$ cat config.mk
export PLATFORM = sky130hd
export DESIGN_NAME = dbg_state_loader
export DESIGN_NICKNAME = d
export VERILOG_FILES = /design/src/rtl/dbg_state_loader.sv
export SDC_FILE = /design/constraint.sdc
export NUM_CORES = 1
export LEC_CHECK = 0
export BUFFER_PORTS_ARGS = -buffer_cell sky130_fd_sc_hd__clkbuf_2
export CAP_MARGIN = 20
export CORE_MARGIN = 3
export CORE_UTILIZATION = 54
export CTS_BUF_LIST = sky130_fd_sc_hd__clkbuf_4 sky130_fd_sc_hd__clkbuf_8 sky130_fd_sc_hd__clkbuf_16
export CTS_CLUSTER_DIAMETER = 150
export DETAILED_ROUTE_END_ITERATION = 10
export PLACE_DENSITY = 0.78
export SYNTH_ARGS = -nofsm -noshare
export SYNTH_HDL_FRONTEND = slang
export SYNTH_SLANG_ARGS = --single-unit
$ cat constraint.sdc
create_clock -name clk -period 2.3 [get_ports clk]
set_clock_uncertainty 0.15 [all_clocks]
set_input_delay 0.69 -clock clk [delete_from_list [all_inputs] [get_ports clk]]
set_output_delay 0.69 -clock clk [all_outputs]
set_load 0.1 [all_outputs]
$ cat src/rtl/dbg_state_loader.sv
// Debug write port into the core's architectural state: parses a byte-stream
// command protocol and commits 32-bit words to the register file or data memory.
module dbg_state_loader #(
  parameter int DM_AW         = 5,
  parameter int TIMEOUT       = 255,
  parameter bit HALT_ON_RESET = 1'b1
) (
  input  logic             clk,
  input  logic             reset,
  input  logic             in_valid,
  input  logic [7:0]       in_data,
  output logic             in_ready,
  output logic             core_halt,
  output logic             rf_we,
  output logic [4:0]       rf_waddr,
  output logic [31:0]      rf_wdata,
  output logic             dm_we,
  output logic [DM_AW-1:0] dm_addr,
  output logic [31:0]      dm_wdata,
  output logic             err,
  output logic [15:0]      wr_count
);

  localparam int TW = (TIMEOUT < 2) ? 1 : $clog2(TIMEOUT + 1);

  localparam logic [7:0] CMD_HALT    = 8'hA0;
  localparam logic [7:0] CMD_WR_REG  = 8'hA1;
  localparam logic [7:0] CMD_WR_MEM  = 8'hA2;
  localparam logic [7:0] CMD_RELEASE = 8'hA5;

  typedef enum logic [1:0] {
    S_CMD,
    S_ADDR,
    S_DATA,
    S_COMMIT
  } state_t;

  state_t          state;
  logic [1:0]      idx;
  logic [TW-1:0]   tcnt;
  logic            is_mem;
  logic            bad;
  logic [7:0]      addr_q;
  logic [23:0]     data_q;

  logic            accept;
  logic            in_frame;
  logic            timed_out;
  logic            reg_addr_bad;
  logic            mem_addr_bad;
  logic [31:0]     word;

  always_comb begin
    accept       = in_valid && in_ready;
    in_frame     = (state == S_ADDR) || (state == S_DATA);
    timed_out    = in_frame && !accept && (tcnt == TW'(TIMEOUT - 1));
    reg_addr_bad = (in_data[7:5] != 3'd0) || (in_data == 8'd0);
    mem_addr_bad = {24'd0, in_data} >= (32'd1 << DM_AW);
    word         = {in_data, data_q};
  end

  always_ff @(posedge clk) begin
    if (!reset) begin
      state     <= S_CMD;
      in_ready  <= 1'b1;
      core_halt <= HALT_ON_RESET;
      rf_we     <= 1'b0;
      rf_waddr  <= '0;
      rf_wdata  <= '0;
      dm_we     <= 1'b0;
      dm_addr   <= '0;
      dm_wdata  <= '0;
      err       <= 1'b0;
      wr_count  <= '0;
      idx       <= '0;
      tcnt      <= '0;
      is_mem    <= 1'b0;
      bad       <= 1'b0;
      addr_q    <= '0;
      data_q    <= '0;
    end else begin
      rf_we <= 1'b0;
      dm_we <= 1'b0;
      err   <= 1'b0;

      // An accepted byte always clears the idle counter, so a byte arriving on
      // the cycle the counter would expire keeps the frame alive.
      if (in_frame) begin
        if (accept) begin
          tcnt <= '0;
        end else if (timed_out) begin
          tcnt  <= '0;
          err   <= 1'b1;
          state <= S_CMD;
        end else begin
          tcnt <= tcnt + 1'b1;
        end
      end else begin
        tcnt <= '0;
      end

      case (state)
        S_CMD: begin
          if (accept) begin
            case (in_data)
              CMD_WR_REG, CMD_WR_MEM: begin
                is_mem <= (in_data == CMD_WR_MEM);
                bad    <= !core_halt;
                state  <= S_ADDR;
              end
              CMD_HALT:    core_halt <= 1'b1;
              CMD_RELEASE: core_halt <= 1'b0;
              default:     err       <= 1'b1;
            endcase
          end
        end

        S_ADDR: begin
          if (accept) begin
            addr_q <= in_data;
            bad    <= bad || (is_mem ? mem_addr_bad : reg_addr_bad);
            idx    <= '0;
            state  <= S_DATA;
          end
        end

        S_DATA: begin
          if (accept) begin
            data_q <= {in_data, data_q[23:8]};
            idx    <= idx + 2'd1;
            if (idx == 2'd3) begin
              state    <= S_COMMIT;
              in_ready <= 1'b0;
              if (bad) begin
                err <= 1'b1;
              end else begin
                if (is_mem) begin
                  dm_we    <= 1'b1;
                  dm_addr  <= DM_AW'(addr_q);
                  dm_wdata <= word;
                end else begin
                  rf_we    <= 1'b1;
                  rf_waddr <= addr_q[4:0];
                  rf_wdata <= word;
                end
                if (wr_count != 16'hFFFF) wr_count <= wr_count + 16'd1;
              end
            end
          end
        end

        S_COMMIT: begin
          state    <= S_CMD;
          in_ready <= 1'b1;
        end

        default: begin
          state    <= S_CMD;
          in_ready <= 1'b1;
        end
      endcase
    end
  end

endmodule
==> metrics.csv, run 1 <==
metric;value;unit
status;finished clean;
Port Buffers;105;
First-pass DRT Iterations;5;
worst hold start;dm_addr[3];
routed length per instance;15.11;µm
hold path endpoint;dm_addr[3];
crit end category;output port;
Clock Latency Late Sink;0.51;ns
hold-critical path depth;2;
cells after synthesis;665;
Post-Place Worst Slack;0.01378;ns
MaxCap Viol Count;0;
clk buf depth;2;
worst setup path category;register to output port;
proportion of layout cells with a drive suffix above 1;22.42;%
register area;2773;µm²
crit path from;wr_count[0];
setup_tns;0;ns
slowest stage delay, CP;0.49;ns
Max rail drop VDD;0.0004426;V
DRC viols;0;
Layout fillers;731;
CP Data Arrival Time;1.42;ns
Slew HR;60.95;%
CTS tree;done;
Final Cycle Share;98.20;%
Num CTS Buffers;17;
die area;11140;µm²
Req. time, crit path;1.46;ns
Avg Cell Area, Syn;8.045;µm²
I/O pin count;106;
grt ovf;0;
Reg clk slew, reported paths;0.06;ns
Multi-input gate area;2404;µm²
crit-path cells;clkbuf_2;
Cell Rows;35;
ys flop type;dfxtp_1;
Vias;5059;
Yosys cell types;42;
ys async rst share;0;%
slack of the critical path;0.04130;ns
Detailed Route WL;13810;µm
number of flops mapped to enable cells by yosys;0;
f_max;442.7;MHz
Vias per Instance;5.535;
Iter 0 DRT Violations;279;
area of the mapped netlist;5350;µm²
initial core utilization;56.82;%
post-CTS setup buffer count;0;
Critical Path Fanout Max;5;
vias in the first global route;4707;
crit path buf inv count;1;
Power Density;769.0;nW/µm²
antenna violations before repair;0;
RD Place Congestion;0.8691;
Stages on worst setup path;1;
Routed Antenna Nets;0;
chip width;105.5;µm
CP startpoint kind;register;
FF-to-FF End;wr_count[10];
Period minus WS final;2.259;ns
GRT Total Usage;25.02;%
sequential fraction of the synthesis area;51.64;%
Leakage;2.604;nW
most frequent cells in the layout;nand2_1 (221), dfxtp_1 (130), a21oi_1 (108), clkbuf_2 (100), nor2_1 (37);
TritonCTS Sinks;138;
Top delay family on crit path;buffers and inverters;
Pwr Total;5.158;mW
syn nets;684;
H-tree depth;4;
Critical R2R Launch;idx[0];
worst r2r path cells;6;
Area Growth Syn to Fin;25.37;%
Detail Placement HPWL;8996;µm
Hold Crit Class;register to register;
slack of the worst reg-to-reg path;0.13;ns
final setup violation count;0;
largest net degree at the start of global routing;105;
final hold vios;0;
clk root buf;clkbuf_8;
NumNets Final;791;
first-pass GRT wire length;22690;µm
Synth Register Bits;138;
fin. max-slew vios;0;
YS warnings;0;
unrepaired setup endpoints after global routing;no;
most common cell after layout, fill and taps aside;nand2_1;
slowest stage cell, crit path;clkbuf_2;
core area;9415;µm²
Diodes inserted;0;
Die Y;105.5;µm
Least-Margin Pin Slew;0.5882;ns
## metal layers
layer / track usage [%] / routed length [µm] / up-vias
met3: 6.185 / 973 / 20
li1: - / - / 2437
met2: 41.94 / 6784 / 191
met1: 31.81 / 5862 / 2411
met4: 7.863 / 192 / 0
met5: 0 / 0 / -
## power breakdown
group | switching [mW] | internal (mW)
registers | 0.000661 | 2.39
logic | 0.0801 | 0.0338
clock network | 1.07 | 1.58
total | 1.15 | 4.01
## timing repair
| item | in CTS | in global routing |
|---|---|---|
| hold buffers | 0 | 0 |
| gates resized for setup | 3 | 2 |
| cloned | 0 | 0 |
| pin swaps | 0 | 0 |
| setup endpoints to repair | 3 | 2 |
## cells in the mapped netlist (all sizes together) (8+ instances only)
master	n	area, µm²
a21oi	108	540.5
buf	9	45.04
clkbuf	31	116.4
dfxtp	138	2763
ha	8	100.1
mux2i	11	110.1
nand2	222	840.8
nand3	16	80.08
nor2	38	150.1
xor2	11	96.34
## cell type report
| cell class | instances | share of cell area (%) |
|---|---|---|
| Timing Repair Buffer | 128 | 11.45 |
| Multi-Input combinational cell | 481 | 35.83 |
| Inverter | 6 | 0.3544 |
| Clock inverter | 14 | 2.332 |
| Sequential cell | 138 | 41.34 |
| Clock buffer | 18 | 6.286 |
| Tap cell | 129 | 2.406 |
## how the worst max path moves through the flow
stage                              end
after floorplan           wr_count[10]
after global placement    wr_count[12]
after detailed placement  wr_count[14]
after CTS                 wr_count[13]
after global routing       wr_count[0]
final                      wr_count[0]
## per-stage QoR
step	hold slack [ns]	util, %	std cells	instance area (µm²)
final	0.3052	71.24	914	6708
after global routing	0.3271	71.24	914	6708
after CTS	0.3043	71.24	914	6708
after detailed placement	0.2954	65.02	882	6122
after global placement	0.2945	65.02	882	6122
after floorplan	0.2948	-	665	5360
## sequential cells by signal, summed over array words and instances, names as in the netlist
register / flops
data_q: 24
dm_addr: 5
dm_we: 1
tcnt: 8
idx: 2
dm_wdata: 32
rf_wdata: 32
rf_we: 1
in_ready: 1
state: 2
wr_count: 16
bad: 1
rf_waddr: 5
addr_q: 5
is_mem: 1
core_halt: 1
err: 1
## logic make-up after synthesis
kind of cell	after synthesis	synth area share [%]
mux	12	2.269
xor+xnor	16	2.619
buf+inv	46	3.438
simple gates	317	25.44
flops	138	51.64
compound gates	128	12.72
fa+ha+maj	8	1.871
Power figures use the tool's default switching activity.
==> run 2: changes to the inputs <==
PLACE_DENSITY = 0.79   (was 0.78)
==> metrics.csv, run 2 (synthesized netlist as in run 1, its figures left out) <==
metric;value;unit
die area;11140;µm²
sw frac;22.70;%
NumNets Final;790;
hold-critical path depth;2;
Power Density;771.3;nW/µm²
I/O pin count;106;
initial core utilization;56.82;%
Leakage;2.599;nW
CTS tree;done;
Period minus WS final;2.242;ns
Routed Antenna Nets;0;
post-CTS setup buffer count;0;
Iter 0 DRT Violations;326;
DRC viols;0;
Reg clk slew, reported paths;0.07;ns
Diodes inserted;0;
post-route cell area;6715;µm²
proportion of layout cells with a drive suffix above 1;22.58;%
worst r2r path cells;6;
first-pass GRT wire length;23070;µm
clock group share of total power;51.7;%
final setup violation count;0;
unrepaired setup endpoints after global routing;no;
slowest stage cell, crit path;clkbuf_2;
crit path from;wr_count[15];
H-tree depth;4;
worst setup path category;register to output port;
Vias per Instance;5.561;
Detailed Route WL;13960;µm
P_int;4.004;mW
Num CTS Buffers;17;
routed length per instance;15.29;µm
Port Buffers;105;
clk buf depth;2;
Post-Place Worst Slack;-0.002050;ns
antenna violations before repair;0;
Vias;5077;
final core utilization;71.32;%
Largest regs;dm_wdata (32), rf_wdata (32), data_q (24);
Detail Placement HPWL;9091;µm
CP startpoint kind;register;
Critical R2R Launch;idx[0];
core area;9415;µm²
final hold vios;0;
clk root buf;clkbuf_8;
fin. max-slew vios;0;
largest net degree at the start of global routing;97;
Layout fillers;721;
Critical Path Fanout Max;6;
Hold Crit Class;register to register;
Pwr Total;5.180;mW
Top delay family on crit path;buffers and inverters;
CP Data Arrival Time;1.40;ns
worst hold start;dm_wdata[1];
Cell Rows;35;
placed inst area;6115;µm²
status;finished clean;
f_max;446.0;MHz
most frequent cells in the layout;nand2_1 (221), dfxtp_1 (130), a21oi_1 (108), clkbuf_2 (99), nor2_1 (37);
TritonCTS Sinks;138;
Max rail drop VDD;0.0004807;V
power share of the combinational group;2.1;%
Req. time, crit path;1.46;ns
GRT Total Usage;25.50;%
Die Y;105.5;µm
vias in the first global route;4889;
Stages on worst setup path;1;
chip width;105.5;µm
Slew HR;60.85;%
grt ovf;0;
Least-Margin Pin Slew;0.5898;ns
switching power;1.176;mW
most common cell after layout, fill and taps aside;nand2_1;
slowest stage delay, CP;0.49;ns
Area Growth Syn to Fin;25.51;%
slack of the critical path;0.05792;ns
MaxCap Viol Count;0;
crit path buf inv count;1;
crit-path cells;clkbuf_2;
crit end category;output port;
Clock Latency Late Sink;0.52;ns
Final Cycle Share;97.48;%
sequential share of power;46.2;%
First-pass DRT Iterations;5;
RD Place Congestion;0.8519;
-- run 2: cell count changes in the layout (fill, tap and decap cells not counted), sizes merged --
cell,delta
inv,-3
clkinv,+2
clkinvlp,+1
buf,+1
clkbuf,-2
-- run 2: timing repair --
item	CTS	global route
setup endpoints to repair	1	7
gates resized for setup	1	8
hold buffers	0	0
-- run 2: layout make-up --
type / count / area [µm²] / share of cell area, %
clock buffer: 18 / 421.7 / 6.279
clock inverter: 14 / 162.7 / 2.422
inverter: 6 / 23.77 / 0.3540
multi-input combinational: 481 / 2415 / 35.96
sequential: 138 / 2773 / 41.29
tap: 129 / 161.4 / 2.404
timing repair buffer: 127 / 758.2 / 11.29
-- run 2: stage by stage --
| stage | instances | hold slack (ns) | setup TNS (ns) |
|---|---|---|---|
| after floorplan | 665 | 0.2948 | 0 |
| after global placement | 881 | 0.2936 | 0 |
| after detailed placement | 881 | 0.2999 | -0.002050 |
| after CTS | 913 | 0.3092 | 0 |
| after global routing | 913 | 0.3202 | 0 |
| final | 913 | 0.3066 | 0 |
-- run 2: worst register-to-register path, delay by kind of cell (launching register included) --
kind	cells	cell delay, ns
flops	1	0.38
simple gates	4	1.04
fa+ha+maj	1	0.23
mux	1	0.15
-- run 2: power by group through the flow --
stage	logic [mW]	clock network [mW]	registers, mW
2_1_floorplan	0.0566	0	2.45
5_1_grt	0.119	2.81	2.39
3_3_place_gp	0.106	0	2.44
3_5_place_dp	0.108	0	2.44
6_report	0.111	2.68	2.39
4_1_cts	0.109	2.69	2.39
-- run 2: path summary, 6_finish.rpt --
kind / endpoint / slack [ns]
worst max-delay path: wr_count[15] / 0.06
worst min-delay path: dm_wdata[1] / 0.31
worst max register to register: wr_count[14] / 0.22
worst min register to register: dm_wdata[1] / 0.31
-- run 2: routing by layer --
metal	vias to the layer above	routed length, µm	track usage [%]
li1	2433	-	-
met1	2410	6019	32.41
met2	205	6669	41.35
met3	29	1019	6.920
met4	0	255	9.898
met5	-	0	0
==> run 3: changes to the inputs <==
RECOVER_POWER = 25   (was unset)
==> metrics.csv, run 3 (synthesized netlist as in run 1, its figures left out) <==
metric;value;unit
Least-Margin Pin Slew;0.5818;ns
Area Growth Syn to Fin;25.30;%
hold-critical path depth;2;
final hold vios;0;
status;finished clean;
GRT Total Usage;25.50;%
chip width;105.5;µm
first-pass GRT wire length;23070;µm
H-tree depth;4;
placed cells;881;
slack of the critical path;0.05548;ns
Non-Filler Instances;913;
Die Y;105.5;µm
slowest stage delay, CP;0.46;ns
worst setup path category;register to output port;
crit end category;output port;
Final Cycle Share;97.59;%
Req. time, crit path;1.46;ns
die area;11140;µm²
TritonCTS Sinks;138;
crit-path cells;buf_2;
Cell Rows;35;
vias in the first global route;4889;
worst hold start;dm_wdata[1];
RD Place Congestion;0.8519;
unrepaired setup endpoints after global routing;no;
crit path buf inv count;1;
CP Data Arrival Time;1.40;ns
clk buf depth;2;
worst r2r path cells;8;
FF-to-FF End;data_q[13];
Leakage;2.587;nW
Post-Place Worst Slack;-0.002050;ns
NumNets Final;790;
Iter 0 DRT Violations;348;
Critical Path Fanout Max;5;
Slew HR;61.38;%
slack of the worst reg-to-reg path;0.18;ns
Detail Placement HPWL;9091;µm
Num CTS Buffers;17;
I/O pin count;106;
f_max;445.5;MHz
First-pass DRT Iterations;5;
final setup violation count;0;
setup_tns;0;ns
hold path endpoint;dm_wdata[1];
Stages on worst setup path;1;
slowest stage cell, crit path;buf_2;
Reg clk slew, reported paths;0.06;ns
core area;9415;µm²
grt ovf;0;
Port Buffers;105;
fin. max-slew vios;0;
initial core utilization;56.82;%
Power Density;772.4;nW/µm²
Critical R2R Launch;state[0];
antenna violations before repair;0;
clk root buf;clkbuf_8;
Max rail drop VDD;0.0004792;V
Vias per Instance;5.517;
Vias;5037;
Period minus WS final;2.245;ns
most common cell after layout, fill and taps aside;nand2_1;
MaxCap Viol Count;0;
CTS Hold Buffers Added;0;
Routed Antenna Nets;0;
Hold Crit Class;register to register;
Clock Latency Late Sink;0.52;ns
DRC viols;0;
routed length per instance;15.28;µm
largest net degree at the start of global routing;97;
most frequent cells in the layout;nand2_1 (221), dfxtp_1 (130), a21oi_1 (108), clkbuf_2 (99), nor2_1 (37);
Diodes inserted;0;
CTS tree;done;
Detailed Route WL;13950;µm
Largest regs;dm_wdata (32), rf_wdata (32), data_q (24);
proportion of layout cells with a drive suffix above 1;22.19;%
Top delay family on crit path;buffers and inverters;
CP startpoint kind;register;
run 3: cell count changes in the layout (fill, tap and decap cells not counted):
cell      delta
buf_4        -4
clkbuf_1     +3
clkbuf_4     +1
run 3: area by class of cell:
type / count / area, µm²
multi-input combinational: 481 / 2415
clock buffer: 18 / 421.7
fill: 725 / 2711
sequential: 138 / 2773
timing repair buffer: 127 / 747.0
clock inverter: 14 / 162.7
tap: 129 / 161.4
inverter: 6 / 23.77
run 3: worst max path at each step:
stage,start,to
final,wr_count[0],wr_count[0]
after CTS,wr_count[13],wr_count[13]
after global placement,in_valid,wr_count[12]
after global routing,wr_count[9],wr_count[9]
after floorplan,wr_count[0],wr_count[10]
after detailed placement,in_valid,wr_count[8]
run 3: worst min-delay path, delay by kind of cell, from the launching register on:
family | cells | cell delay, ns
AOI/OAI and AO/OA | 1 | 0.05
DFF | 1 | 0.31
and+or+nand+nor | 1 | 0.05
run 3: per-stage QoR:
step | utilization [%] | total power, mW | cell area (µm²) | hold slack (ns)
floorplan | - | 2.509 | 5360 | 0.2948
global placement | 64.94 | 2.551 | 6115 | 0.2936
detailed placement | 64.94 | 2.553 | 6115 | 0.2999
CTS | 71.18 | 5.193 | 6701 | 0.3092
global route | 71.20 | 5.317 | 6704 | 0.3202
finish | 71.20 | 5.178 | 6704 | 0.3055
run 3: power by group:
group / internal (mW) / total [mW] / switching, mW
clock: 1.58 / 2.68 / 1.09
sequential: 2.39 / 2.39 / 0.000721
combinational: 0.0314 / 0.110 / 0.0791
total: 4.00 / 5.18 / 1.17
run 3: metal layers:
metal  track usage [%]  routed length, µm  up-vias
li1                  -                  -     2438
met1             32.41               5920     2375
met2             41.35               6727      199
met3             6.920               1070       25
met4             9.898                232        0
met5                 0                  0        -
run 3: repair_timing:
action | 4_1_cts | 5_1_grt
gates resized for setup | 1 | 8
endpoints found under the hold margin | 0 | 0
setup endpoints to repair | 1 | 7
buffers inserted | 0 | 0
